## src/rtl/gpio_seq.sv

```systemverilog
// Table-driven write sequencer: replays up to DEPTH programmed {addr, data, delay}
// steps into the gpio register port with cycle-exact spacing, once or looping.
module gpio_seq #(
    parameter int DEPTH = 8,
    parameter int DLY_W = 16
) (
    input  logic        mem_clk,
    input  logic        rst,
    input  logic        mem_valid,
    input  logic [3:0]  mem_addr,
    input  logic [31:0] mem_wdata,
    input  logic [3:0]  mem_wstrb,
    output logic        mem_ready,
    output logic [31:0] mem_rdata,
    output logic        gpio_valid,
    output logic [3:0]  gpio_addr,
    output logic [31:0] gpio_wdata,
    output logic [3:0]  gpio_wstrb,
    input  logic        gpio_ready
);

    localparam int         IDX_W   = (DEPTH > 1) ? $clog2(DEPTH) : 1;
    localparam logic [4:0] LEN_MAX = 5'(DEPTH);

    typedef enum logic [1:0] {
        ST_IDLE  = 2'd0,
        ST_ISSUE = 2'd1,
        ST_WAIT  = 2'd2
    } state_t;

    state_t             state_r, state_nxt_s, adv_state_s;
    logic [IDX_W-1:0]   idx_r, idx_nxt_s, adv_idx_s;
    logic [DLY_W-1:0]   cnt_r, cnt_nxt_s;
    logic               done_r, done_nxt_s, adv_done_s;

    logic [4:0]         len_r;
    logic [IDX_W-1:0]   wptr_r;
    logic               loop_r;
    logic [3:0]         cfg_addr_r;
    logic [DLY_W-1:0]   cfg_dly_r;

    logic [3:0]         tbl_addr_r [DEPTH];
    logic [31:0]        tbl_data_r [DEPTH];
    logic [DLY_W-1:0]   tbl_dly_r  [DEPTH];

    logic               gpio_valid_r, gpio_valid_nxt_s;
    logic [3:0]         gpio_addr_r, gpio_addr_nxt_s;
    logic [31:0]        gpio_wdata_r, gpio_wdata_nxt_s;
    logic [31:0]        rdata_s;

    logic               wr_s, start_s, stop_s, busy_s, last_s, tbl_we_s;
    logic [4:0]         len_sat_s;
    logic [DLY_W-1:0]   cur_dly_s;

    assign wr_s      = mem_valid && (mem_wstrb == 4'hF);
    assign stop_s    = wr_s && (mem_addr == 4'd0) && mem_wdata[1];
    assign start_s   = wr_s && (mem_addr == 4'd0) && mem_wdata[0] && !mem_wdata[1];
    assign busy_s    = (state_r != ST_IDLE);
    assign last_s    = (5'(idx_r) == (len_r - 5'd1));
    assign cur_dly_s = tbl_dly_r[idx_r];
    assign len_sat_s = (mem_wdata[4:0] > LEN_MAX) ? LEN_MAX : mem_wdata[4:0];
    assign tbl_we_s  = wr_s && (mem_addr == 4'd5) && !busy_s && !rst;

    // Slave-side configuration registers; table setup is frozen while a run is active
    always_ff @(posedge mem_clk) begin
        if (rst) begin
            len_r      <= 5'd0;
            wptr_r     <= '0;
            loop_r     <= 1'b0;
            cfg_addr_r <= 4'd0;
            cfg_dly_r  <= '0;
        end else if (wr_s) begin
            case (mem_addr)
                4'd0: loop_r <= mem_wdata[2];
                4'd2: if (!busy_s) len_r <= len_sat_s;
                4'd3: if (!busy_s) wptr_r <= mem_wdata[IDX_W-1:0];
                4'd4: if (!busy_s) begin
                    cfg_addr_r <= mem_wdata[3:0];
                    cfg_dly_r  <= mem_wdata[16 +: DLY_W];
                end
                4'd5: if (!busy_s) wptr_r <= wptr_r + IDX_W'(1'b1);
                default: ;
            endcase
        end
    end

    // Step table storage, intentionally not reset
    always_ff @(posedge mem_clk) begin
        if (tbl_we_s) begin
            tbl_addr_r[wptr_r] <= cfg_addr_r;
            tbl_data_r[wptr_r] <= mem_wdata;
            tbl_dly_r[wptr_r]  <= cfg_dly_r;
        end
    end

    // Sequencer state register
    always_ff @(posedge mem_clk) begin
        if (rst) begin
            state_r <= ST_IDLE;
            idx_r   <= '0;
            cnt_r   <= '0;
            done_r  <= 1'b0;
        end else begin
            state_r <= state_nxt_s;
            idx_r   <= idx_nxt_s;
            cnt_r   <= cnt_nxt_s;
            done_r  <= done_nxt_s;
        end
    end

    // End-of-step decision: next entry, wrap when looping, or finish
    always_comb begin
        if (!last_s) begin
            adv_state_s = ST_ISSUE;
            adv_idx_s   = idx_r + IDX_W'(1'b1);
            adv_done_s  = done_r;
        end else if (loop_r) begin
            adv_state_s = ST_ISSUE;
            adv_idx_s   = '0;
            adv_done_s  = done_r;
        end else begin
            adv_state_s = ST_IDLE;
            adv_idx_s   = idx_r;
            adv_done_s  = 1'b1;
        end
    end

    // Next-state logic; a zero delay skips WAIT so handshakes land delay+1 cycles apart
    always_comb begin
        state_nxt_s = state_r;
        idx_nxt_s   = idx_r;
        cnt_nxt_s   = cnt_r;
        done_nxt_s  = done_r;
        case (state_r)
            ST_IDLE: begin
                if (start_s && (len_r == 5'd0)) begin
                    done_nxt_s = 1'b1;
                end else if (start_s) begin
                    done_nxt_s  = 1'b0;
                    idx_nxt_s   = '0;
                    state_nxt_s = ST_ISSUE;
                end else begin
                    state_nxt_s = ST_IDLE;
                end
            end
            ST_ISSUE: begin
                if (stop_s) begin
                    state_nxt_s = ST_IDLE;
                end else if (gpio_ready && (cur_dly_s == '0)) begin
                    state_nxt_s = adv_state_s;
                    idx_nxt_s   = adv_idx_s;
                    done_nxt_s  = adv_done_s;
                end else if (gpio_ready) begin
                    cnt_nxt_s   = cur_dly_s - DLY_W'(1'b1);
                    state_nxt_s = ST_WAIT;
                end else begin
                    state_nxt_s = ST_ISSUE;
                end
            end
            ST_WAIT: begin
                if (stop_s) begin
                    state_nxt_s = ST_IDLE;
                end else if (cnt_r == '0) begin
                    state_nxt_s = adv_state_s;
                    idx_nxt_s   = adv_idx_s;
                    done_nxt_s  = adv_done_s;
                end else begin
                    cnt_nxt_s = cnt_r - DLY_W'(1'b1);
                end
            end
            default: state_nxt_s = ST_IDLE;
        endcase
    end

    // Master outputs computed from the upcoming state so they can be registered
    always_comb begin
        if (state_nxt_s == ST_ISSUE) begin
            gpio_valid_nxt_s = 1'b1;
            gpio_addr_nxt_s  = tbl_addr_r[idx_nxt_s];
            gpio_wdata_nxt_s = tbl_data_r[idx_nxt_s];
        end else begin
            gpio_valid_nxt_s = 1'b0;
            gpio_addr_nxt_s  = 4'd0;
            gpio_wdata_nxt_s = 32'd0;
        end
    end

    // Master output register
    always_ff @(posedge mem_clk) begin
        if (rst) begin
            gpio_valid_r <= 1'b0;
            gpio_addr_r  <= 4'd0;
            gpio_wdata_r <= 32'd0;
        end else begin
            gpio_valid_r <= gpio_valid_nxt_s;
            gpio_addr_r  <= gpio_addr_nxt_s;
            gpio_wdata_r <= gpio_wdata_nxt_s;
        end
    end

    // Slave read mux
    always_comb begin
        rdata_s = 32'd0;
        if (mem_valid) begin
            case (mem_addr)
                4'd1:    rdata_s = {20'd0, 4'(idx_r), 5'd0, loop_r, done_r, busy_s};
                4'd2:    rdata_s = {27'd0, len_r};
                4'd3:    rdata_s = 32'(wptr_r);
                default: rdata_s = 32'd0;
            endcase
        end else begin
            rdata_s = 32'd0;
        end
    end

    assign mem_ready  = mem_valid;
    assign mem_rdata  = rdata_s;
    assign gpio_valid = gpio_valid_r;
    assign gpio_addr  = gpio_addr_r;
    assign gpio_wdata = gpio_wdata_r;
    assign gpio_wstrb = gpio_valid_r ? 4'hF : 4'h0;

endmodule

```

## config.mk

```make
export PLATFORM = sky130hd
export DESIGN_NAME = gpio_seq
export DESIGN_NICKNAME = d
export VERILOG_FILES = /design/src/rtl/gpio_seq.sv
export SDC_FILE = /design/constraint.sdc
export NUM_CORES = 1
export LEC_CHECK = 0
export CAP_MARGIN = 0
export CORE_UTILIZATION = 54
export DETAILED_ROUTE_END_ITERATION = 16
export PLACE_DENSITY_LB_ADDON = 0.08
export SETUP_SLACK_MARGIN = 0.02
export SYNTH_ARGS = -nofsm -noshare
export SYNTH_HDL_FRONTEND = slang
export SYNTH_SLANG_ARGS = --single-unit
```

## constraint.sdc

```tcl
create_clock -name mem_clk -period 5.5 [get_ports mem_clk]
set_input_delay 0.825 -clock mem_clk [delete_from_list [all_inputs] [get_ports mem_clk]]
set_output_delay 0.825 -clock mem_clk [all_outputs]
set_load 0.01 [all_outputs]
```

==> results of run 1 <==
[critical path: cells and delay by family, from the launching register on]
kind            cells  cell delay [ns]
compound gates      3             0.82
buf+inv             2             0.61
mux                 3             1.24
simple gates        2             1.09
flops               1             0.61
[cell families (layout without fill, tap and decap cells)]
family | count (synthesis) | count (layout)
buffers and inverters | 108 | 236
and+or+nand+nor | 197 | 197
adders and majority gates | 8 | 8
other | 1 | 24
xor gates and xnor gates | 16 | 16
AOI/OAI and AO/OA | 156 | 156
muxes | 225 | 225
DFF | 504 | 504
[area by class of cell]
type	count	area share, %
clock buffers	74	6.51
clock inverters	22	0.694
inverters	10	0.161
multi-input cells	626	23.1
flip-flops and latches	504	61.3
well taps	468	2.52
repair buffers	130	5.66
[per-layer routing]
metal  track usage, %  wire (um)  vias to the layer above
met2             35.7      19800                      294
met3             3.35       2010                       48
met1             31.9      19300                     5464
met5                0          0                        -
li1                 -          -                     4984
met4             6.27        690                        0
[synth_stat cells (all sizes together) (3+ instances only)]
cell,number,area share (%)
dfxtp,88,8.7
a221o,36,1.8
nor4,10,0.37
a22o,3,0.13
edfxtp,416,62
a22oi,3,0.11
and4,4,0.17
mux2,79,4.4
nor3b,4,0.20
o21a,4,0.15
mux2i,120,6.0
and3,8,0.25
o21ai,19,0.49
clkbuf,21,0.39
xnor2,8,0.35
inv,10,0.19
nor2b,4,0.16
o32ai,36,1.6
a21oi,13,0.32
o31ai,7,0.26
nand4,5,0.16
xor2,7,0.30
or2,3,0.093
nand2,36,0.67
o22ai,4,0.12
nor3,12,0.30
nand2b,8,0.25
a211oi,13,0.48
ha,8,0.50
a31oi,3,0.093
and2,3,0.093
buf,77,3.0
nand3,14,0.35
mux4,26,2.9
nor2,73,1.4
[placed cells by master, fill, tap and decap left out, types with 4 or more instances in the layout]
master and instances:
sky130_fd_sc_hd__dfxtp_1 87, sky130_fd_sc_hd__clkinv_4 4, sky130_fd_sc_hd__clkbuf_16 52, sky130_fd_sc_hd__a221o_1 36, sky130_fd_sc_hd__xnor2_1 8, sky130_fd_sc_hd__clkinv_1 9, sky130_fd_sc_hd__o21ai_0 16, sky130_fd_sc_hd__mux4_2 24
sky130_fd_sc_hd__and3_1 8, sky130_fd_sc_hd__edfxtp_1 416, sky130_fd_sc_hd__nor2_1 67, sky130_fd_sc_hd__nor3_1 10, sky130_fd_sc_hd__o31ai_1 7, sky130_fd_sc_hd__mux2_2 78, sky130_fd_sc_hd__a21oi_1 13, sky130_fd_sc_hd__a211oi_1 12
sky130_fd_sc_hd__buf_12 9, sky130_fd_sc_hd__o22ai_1 4, sky130_fd_sc_hd__nor2_4 6, sky130_fd_sc_hd__nand2_1 36, sky130_fd_sc_hd__nand3_1 14, sky130_fd_sc_hd__ha_1 8, sky130_fd_sc_hd__clkbuf_1 9, sky130_fd_sc_hd__xor2_1 7
sky130_fd_sc_hd__nand2b_1 8, sky130_fd_sc_hd__nor4_1 8, sky130_fd_sc_hd__clkbuf_8 13, sky130_fd_sc_hd__inv_1 10, sky130_fd_sc_hd__clkinv_2 4, sky130_fd_sc_hd__o32ai_1 36, sky130_fd_sc_hd__nand4_1 5, sky130_fd_sc_hd__buf_4 28
sky130_fd_sc_hd__mux2i_1 120, sky130_fd_sc_hd__clkdlybuf4s50_1 92, sky130_fd_sc_hd__and4_1 4, sky130_fd_sc_hd__conb_1 24, sky130_fd_sc_hd__o21a_1 4
[stage by stage]
step	worst slack (ns)	util, %	cells	total power (uW)	area, um^2
CTS	0.894	63.3	1834	7620	23200
global route	0.729	63.3	1834	7770	23200
finish	0.901	63.3	1834	7570	23200
floorplan	0.852	-	1238	4220	20300
global placement	0.713	58.8	1738	4270	21600
detailed placement	0.588	58.8	1738	4280	21600
[power breakdown]
| part | internal, uW | switching, uW |
|---|---|---|
| sequential | 4100 | 0.956 |
| clock | 1960 | 1410 |
| combinational | 32.9 | 56.6 |
[final timing paths]
path / depth (start not counted) / slack (ns) / to / startpoint
worst max register to register: 10 / 0.90 / gpio_wdata[16]$_SDFF_PP0_ / idx_r[0]$_SDFF_PP0_
worst min register to register: 2 / 0.49 / cnt_r[15]$_SDFFE_PP0P_ / cnt_r[15]$_SDFFE_PP0P_
worst max-delay path: 10 / 0.90 / gpio_wdata[16]$_SDFF_PP0_ / idx_r[0]$_SDFF_PP0_
worst min-delay path: 2 / 0.49 / cnt_r[15]$_SDFFE_PP0P_ / cnt_r[15]$_SDFFE_PP0P_
[sequential cells by signal, indices dropped and copies added (netlist names), 3 cells and up]
signal	count
cfg_dly_r	16
len_r	5
tbl_dly_r	128
idx_r	3
tbl_addr_r	32
gpio_addr	4
cnt_r	16
cfg_addr_r	4
gpio_wdata	32
tbl_data_r	256
wptr_r	3
==> flow_summary.rst, run 1 <==
.. list-table::
   :header-rows: 1

   * - Metric
     - Value
   * - Outcome
     - completed
   * - Delay of the slowest cell on the worst path
     - 0.71 ns
   * - Post-synthesis sequential element count
     - 504
   * - Clock root buffer master
     - sky130_fd_sc_hd__clkbuf_16
   * - Post-Route Hold Slack
     - 0.491 ns
   * - Area used by multi-input combinational logic
     - 5370 um^2
   * - Chip width
     - 195 um
   * - Input/output buffers
     - 93
   * - Final antenna diode count
     - 0
   * - TritonCTS clock tree
     - yes
   * - Hold bufs inserted after CTS
     - 0
   * - Clk buf depth
     - 3
   * - Final RePlAce weighted congestion
     - 0.818
   * - Cells along the critical path
     - buf_4 > mux4_2 > mux2i_1 > o21ai_0 > or4_1 > nor4_2 > o21ba_4 > buf_12 > mux2_2 > a221o_1
   * - Antenna Nets Post-Route
     - 0
   * - Count of flip-flops with a built-in enable after synthesis
     - 416
   * - Peak supply drop
     - 0.000425 V
   * - Fraction of layout instances using a drive strength above 1
     - 17.8%
   * - Vertical die dimension
     - 195 um
   * - Post-CTS setup buffer count
     - 0
   * - Violation count after the first detailed-route iteration
     - 748
   * - Final count of negative-setup-slack endpoints
     - 0
   * - Number of top-level pins
     - 118
   * - Hold Violations, Final
     - 0
   * - Layout net count
     - 1375
   * - Pins over their slew limit
     - 0
   * - Total standard cell area after synthesis
     - 20200 um^2
   * - Share of the clock period used by the worst path after layout
     - 83.6%
   * - Maximum fanout encountered on the critical timing path
     - 73
   * - 1st-pass router iterations
     - 5
   * - Type of element capturing the critical path
     - flop
   * - Antenna violations before repair
     - 0
   * - Clock Sinks
     - 504
   * - Highest achievable clock rate
     - 0.217 GHz
   * - Predominant post-synthesis flop cell
     - sky130_fd_sc_hd__edfxtp_1
   * - Unrepaired setup endpoints after global routing
     - false
   * - CTS clk-pin slew, worst paths
     - 0.06 ns
   * - Worst slew margin
     - 17.7%
   * - Wire length of the first global-routing pass
     - 63500 um
   * - Number of remaining DRC errors
     - 0
   * - Main combinational cell family by area after synthesis
     - multiplexers
   * - Total power per unit cell area
     - 326 nW/um^2
   * - Number of warnings issued by yosys
     - 0
   * - FP Rows
     - 70
   * - Number of vias after detailed routing
     - 10790
   * - Initial Util
     - 55.0%
   * - Worst clock skew on the final layout
     - 0.0171 ns
   * - Minimum period implied by the final worst setup slack
     - 4.60 ns
   * - Count of filler cells inserted in the layout
     - 2645
   * - Pin count of the biggest net entering global routing
     - 74
   * - Synthesized-area fraction occupied by ao, oa, aoi and oai cells
     - 6.17%
   * - Post-CTS resize count
     - 0
   * - Sequential fraction of the synthesis area
     - 70.6%
   * - CP startpoint kind
     - flop
   * - Setup tns final
     - 0 ns
   * - Via count of the first global-routing pass
     - 10611
   * - HP Class
     - flop to flop
   * - Inserted Clock Buffers
     - 51
   * - Final Routed Wirelength
     - 41800 um
   * - Gate Count Post-Synth
     - 1215
   * - Data arrival time at the worst-slack endpoint
     - 5.06 ns
   * - Combined flip-flop and latch cell area
     - 14300 um^2
   * - Slew at the pin closest to its max-slew limit
     - 1.22 ns
   * - Critical path type
     - flop to flop
   * - Distinct cell type count after synthesis
     - 70
   * - Maxcap violations
     - 0
   * - Share of synthesized area spent on multiplexers
     - 13.3%
   * - Total half-perimeter wirelength after legalization and detailed placement
     - 23400 um
   * - Drt wl/cell
     - 22.8 um
   * - Area share of xor/xnor cells in the synthesized design
     - 0.769%
   * - Highest-delay cell along the critical path
     - sky130_fd_sc_hd__or4_1
   * - Global-route congestion overflow total
     - 0
   * - Area delta synth->final
     - 15.2%
   * - Fraction of registers with async set/reset
     - 0%
   * - Detailed-route vias per instance
     - 5.88
   * - Synthesized area divided by synthesized cell count
     - 16.6 um^2
   * - Global-route usage over all layers
     - 22.3%
   * - Critical path required time
     - 5.96 ns
   * - Source-to-sink clock delay at the later pin of the worst-skew pair
     - 0.58 ns
   * - Post-synthesis adder-cell area fraction
     - 0.496%
   * - Leakage power total
     - 0.00851 uW
   * - Simple-gate share of the synthesized area
     - 4.99%
   * - Core area
     - 36700 um^2
   * - Overall die area
     - 38100 um^2
   * - H-tree level count
     - 2
Power figures use the tool's default switching activity.
==> inputs of run 2 (changes only) <==
Clock period 5.5 ns to 4 ns, I/O delays scaled along.
==> flow_summary.rst, run 2 (synthesis results as in run 1) <==
.. list-table::
   :header-rows: 1

   * - Metric
     - Value
   * - Input/output buffers
     - 93 (unchanged)
   * - Final RePlAce weighted congestion
     - 0.842 (was 0.818)
   * - Global-route usage over all layers
     - 23.0% (was 22.3%)
   * - Number of remaining DRC errors
     - 0 (unchanged)
   * - Vertical die dimension
     - 195 um (unchanged)
   * - Commonest cells after routing, fill and taps aside
     - 416 x sky130_fd_sc_hd__edfxtp_1, 119 x sky130_fd_sc_hd__mux2i_1, 92 x sky130_fd_sc_hd__clkdlybuf4s50_1 (was 416 x sky130_fd_sc_hd__edfxtp_1, 120 x sky130_fd_sc_hd__mux2i_1, 92 x sky130_fd_sc_hd__clkdlybuf4s50_1)
   * - Pins over their slew limit
     - 0 (unchanged)
   * - Via count of the first global-routing pass
     - 11137 (was 10611)
   * - Count of filler cells inserted in the layout
     - 2532 (was 2645)
   * - Area delta synth->final
     - 19.2% (was 15.2%)
   * - Slew at the pin closest to its max-slew limit
     - 0.686 ns (was 1.22 ns)
   * - Antenna Nets Post-Route
     - 0 (unchanged)
   * - FP Rows
     - 70 (unchanged)
   * - H-tree level count
     - 2 (unchanged)
   * - Type of element capturing the critical path
     - flop (unchanged)
   * - Hold bufs inserted after CTS
     - 0 (unchanged)
   * - Maxcap violations
     - 0 (unchanged)
   * - Global-route congestion overflow total
     - 0 (unchanged)
   * - Highest achievable clock rate
     - 0.262 GHz (was 0.217 GHz)
   * - Final count of negative-setup-slack endpoints
     - 0 (unchanged)
   * - Total power per unit cell area
     - 423 nW/um^2 (was 326 nW/um^2)
   * - HP Class
     - primary input to flop (was flop to flop)
   * - Critical path type
     - flop to flop (unchanged)
   * - Number of top-level pins
     - 118 (unchanged)
   * - Clock root buffer master
     - sky130_fd_sc_hd__clkbuf_16 (unchanged)
   * - Number of vias after detailed routing
     - 11175 (was 10790)
   * - Drt wl/cell
     - 22.2 um (was 22.8 um)
   * - Wire length of the first global-routing pass
     - 66100 um (was 63500 um)
   * - Share of the clock period used by the worst path after layout
     - 95.4% (was 83.6%)
   * - Registers with the most flip-flops
     - tbl_data_r: 256 flops, tbl_dly_r: 128 flops (unchanged)
   * - Data arrival time at the worst-slack endpoint
     - 4.28 ns (was 5.06 ns)
   * - Worst clock skew on the final layout
     - 0.0235 ns (was 0.0171 ns)
   * - Violation count after the first detailed-route iteration
     - 757 (was 748)
   * - Minimum period implied by the final worst setup slack
     - 3.82 ns (was 4.60 ns)
   * - Chip width
     - 195 um (unchanged)
   * - Hold Violations, Final
     - 0 (unchanged)
   * - Pin count of the biggest net entering global routing
     - 51 (was 74)
   * - Power dissipated by switching net loads
     - 1970 uW (was 1470 uW)
   * - Internal power component
     - 8200 uW (was 6100 uW)
   * - Net Sw Frac
     - 19.4% (about the same)
   * - Most common library cell in the layout ignoring fill and taps
     - sky130_fd_sc_hd__edfxtp_1 (unchanged)
   * - CTS clk-pin slew, worst paths
     - 0.06 ns (about the same)
   * - Layout net count
     - 1459 (was 1375)
   * - Maximum fanout encountered on the critical timing path
     - 15 (was 73)
   * - Initial Util
     - 55.0% (unchanged)
   * - Peak supply drop
     - 0.000339 V (was 0.000425 V)
   * - CP startpoint kind
     - flop (unchanged)
   * - Count of placed standard cells in the final layout, fillers left out
     - 1917 (was 1834)
   * - Overall die area
     - 38100 um^2 (unchanged)
   * - Clock network fraction of total power
     - 43.2% (was 44.6%)
   * - Power after layout
     - 10200 uW (was 7570 uW)
   * - Post-Route Hold Slack
     - 0.456 ns (was 0.491 ns)
   * - Post-placement cell count
     - 1821 (was 1738)
   * - Final Routed Wirelength
     - 42600 um (was 41800 um)
   * - TritonCTS clock tree
     - yes (unchanged)
   * - Reg with most FFs
     - tbl_data_r (unchanged)
   * - Clock Sinks
     - 504 (unchanged)
   * - 1st-pass router iterations
     - 5 (unchanged)
   * - Source-to-sink clock delay at the later pin of the worst-skew pair
     - 0.59 ns (was 0.58 ns)
   * - Total half-perimeter wirelength after legalization and detailed placement
     - 25000 um (was 23400 um)
   * - Detailed-route vias per instance
     - 5.83 (was 5.88)
   * - Sequential Power Share
     - 55.5% (was 54.2%)
   * - Combinational share of power
     - 1.3% (was 1.2%)
   * - Leakage power total
     - 0.00892 uW (was 0.00851 uW)
   * - Core area
     - 36700 um^2 (unchanged)
   * - Clk buf depth
     - 3 (unchanged)
   * - Worst slew margin
     - 54.2% (was 17.7%)
   * - Inserted Clock Buffers
     - 50 (was 51)
   * - Final antenna diode count
     - 0 (unchanged)
   * - Antenna violations before repair
     - 0 (unchanged)
   * - Unrepaired setup endpoints after global routing
     - false (unchanged)
   * - Fraction of layout instances using a drive strength above 1
     - 22.3% (was 17.8%)
   * - Outcome
     - completed (unchanged)
   * - Max reg flops
     - 256 (unchanged)
   * - Critical path required time
     - 4.46 ns (was 5.96 ns)
run 2: cell count changes in the layout (fill, tap and decap cells not counted), moves of 2 or more:
cell                         change
sky130_fd_sc_hd__clkbuf_16       -2
sky130_fd_sc_hd__clkinv_2        +4
sky130_fd_sc_hd__clkinv_1        -6
sky130_fd_sc_hd__clkinvlp_4      +2
sky130_fd_sc_hd__buf_4          +63
sky130_fd_sc_hd__clkbuf_1       +12
sky130_fd_sc_hd__buf_12         +22
sky130_fd_sc_hd__clkbuf_8        -7
sky130_fd_sc_hd__clkinv_4        -4
run 2: power by group through the flow:
stage          Clock [uW]  Sequential (uW)  Combinational, uW
2_1_floorplan           0             5760               49.4
3_3_place_gp            0             5760                127
3_5_place_dp            0             5760                130
4_1_cts              4470             5640                130
5_1_grt              4670             5640                141
6_report             4390             5650                130
run 2: critical path, stage by stage (launching register included):
cell                      delay, ns
sky130_fd_sc_hd__dfxtp_2       0.34
sky130_fd_sc_hd__buf_12        0.15
sky130_fd_sc_hd__buf_4         0.14
sky130_fd_sc_hd__mux4_2        0.48
sky130_fd_sc_hd__mux2i_1       0.28
sky130_fd_sc_hd__nand2_1       0.12
sky130_fd_sc_hd__or4_4         0.58
sky130_fd_sc_hd__nor4_4        0.28
sky130_fd_sc_hd__o21ba_4       0.25
sky130_fd_sc_hd__buf_12        0.19
sky130_fd_sc_hd__buf_12        0.17
sky130_fd_sc_hd__mux2_2        0.35
sky130_fd_sc_hd__a221o_1       0.36
run 2: stage by stage:
| stage | area, um^2 | setup WS [ns] | TNS, ns | util, % |
|---|---|---|---|---|
| after floorplan | 20300 | -0.423 | -154.09 | - |
| after global placement | 22500 | -0.243 | -7.95 | 61.2 |
| after detailed placement | 22500 | -0.260 | -8.13 | 61.2 |
| after CTS | 24000 | 0.0229 | 0 | 65.5 |
| after global routing | 24000 | 0.0227 | 0 | 65.5 |
| final | 24000 | 0.183 | 0 | 65.5 |
run 2: worst paths after layout:
check	startpoint	endpoint	slack (ns)	cells past startpoint
hold / removal	rst	state_r[0]$_SDFF_PP0_	0.46	4
hold reg to reg	done_r$_SDFFE_PP0P_	done_r$_SDFFE_PP0P_	0.51	2
setup reg to reg	idx_r[0]$_SDFF_PP0_	gpio_wdata[28]$_SDFF_PP0_	0.18	12
setup / recovery	idx_r[0]$_SDFF_PP0_	gpio_wdata[28]$_SDFF_PP0_	0.18	12
run 2: cell type report:
| type | instances | area, um^2 | share of cell area (%) |
|---|---|---|---|
| timing repair buffer | 215 | 2230 | 9.27 |
| clock inverter | 17 | 130 | 0.541 |
| multi-input combinational | 626 | 5400 | 22.4 |
| tap | 468 | 586 | 2.44 |
| sequential | 504 | 14300 | 59.3 |
| clock buffer | 77 | 1410 | 5.87 |
| inverter | 10 | 37.5 | 0.156 |
run 2: what timing repair did:
action                     4_1_cts  5_1_grt
setup endpoints to repair        1       36
setup buffers                    2        0
gates resized for setup          0        4
pin swaps                        0        2
run 2: layer usage:
layer	global-route usage, %	part of all wire (%)
met2	37.3	48
met4	6.33	1.9
met1	32.3	45
met5	0	0
met3	3.78	5.4
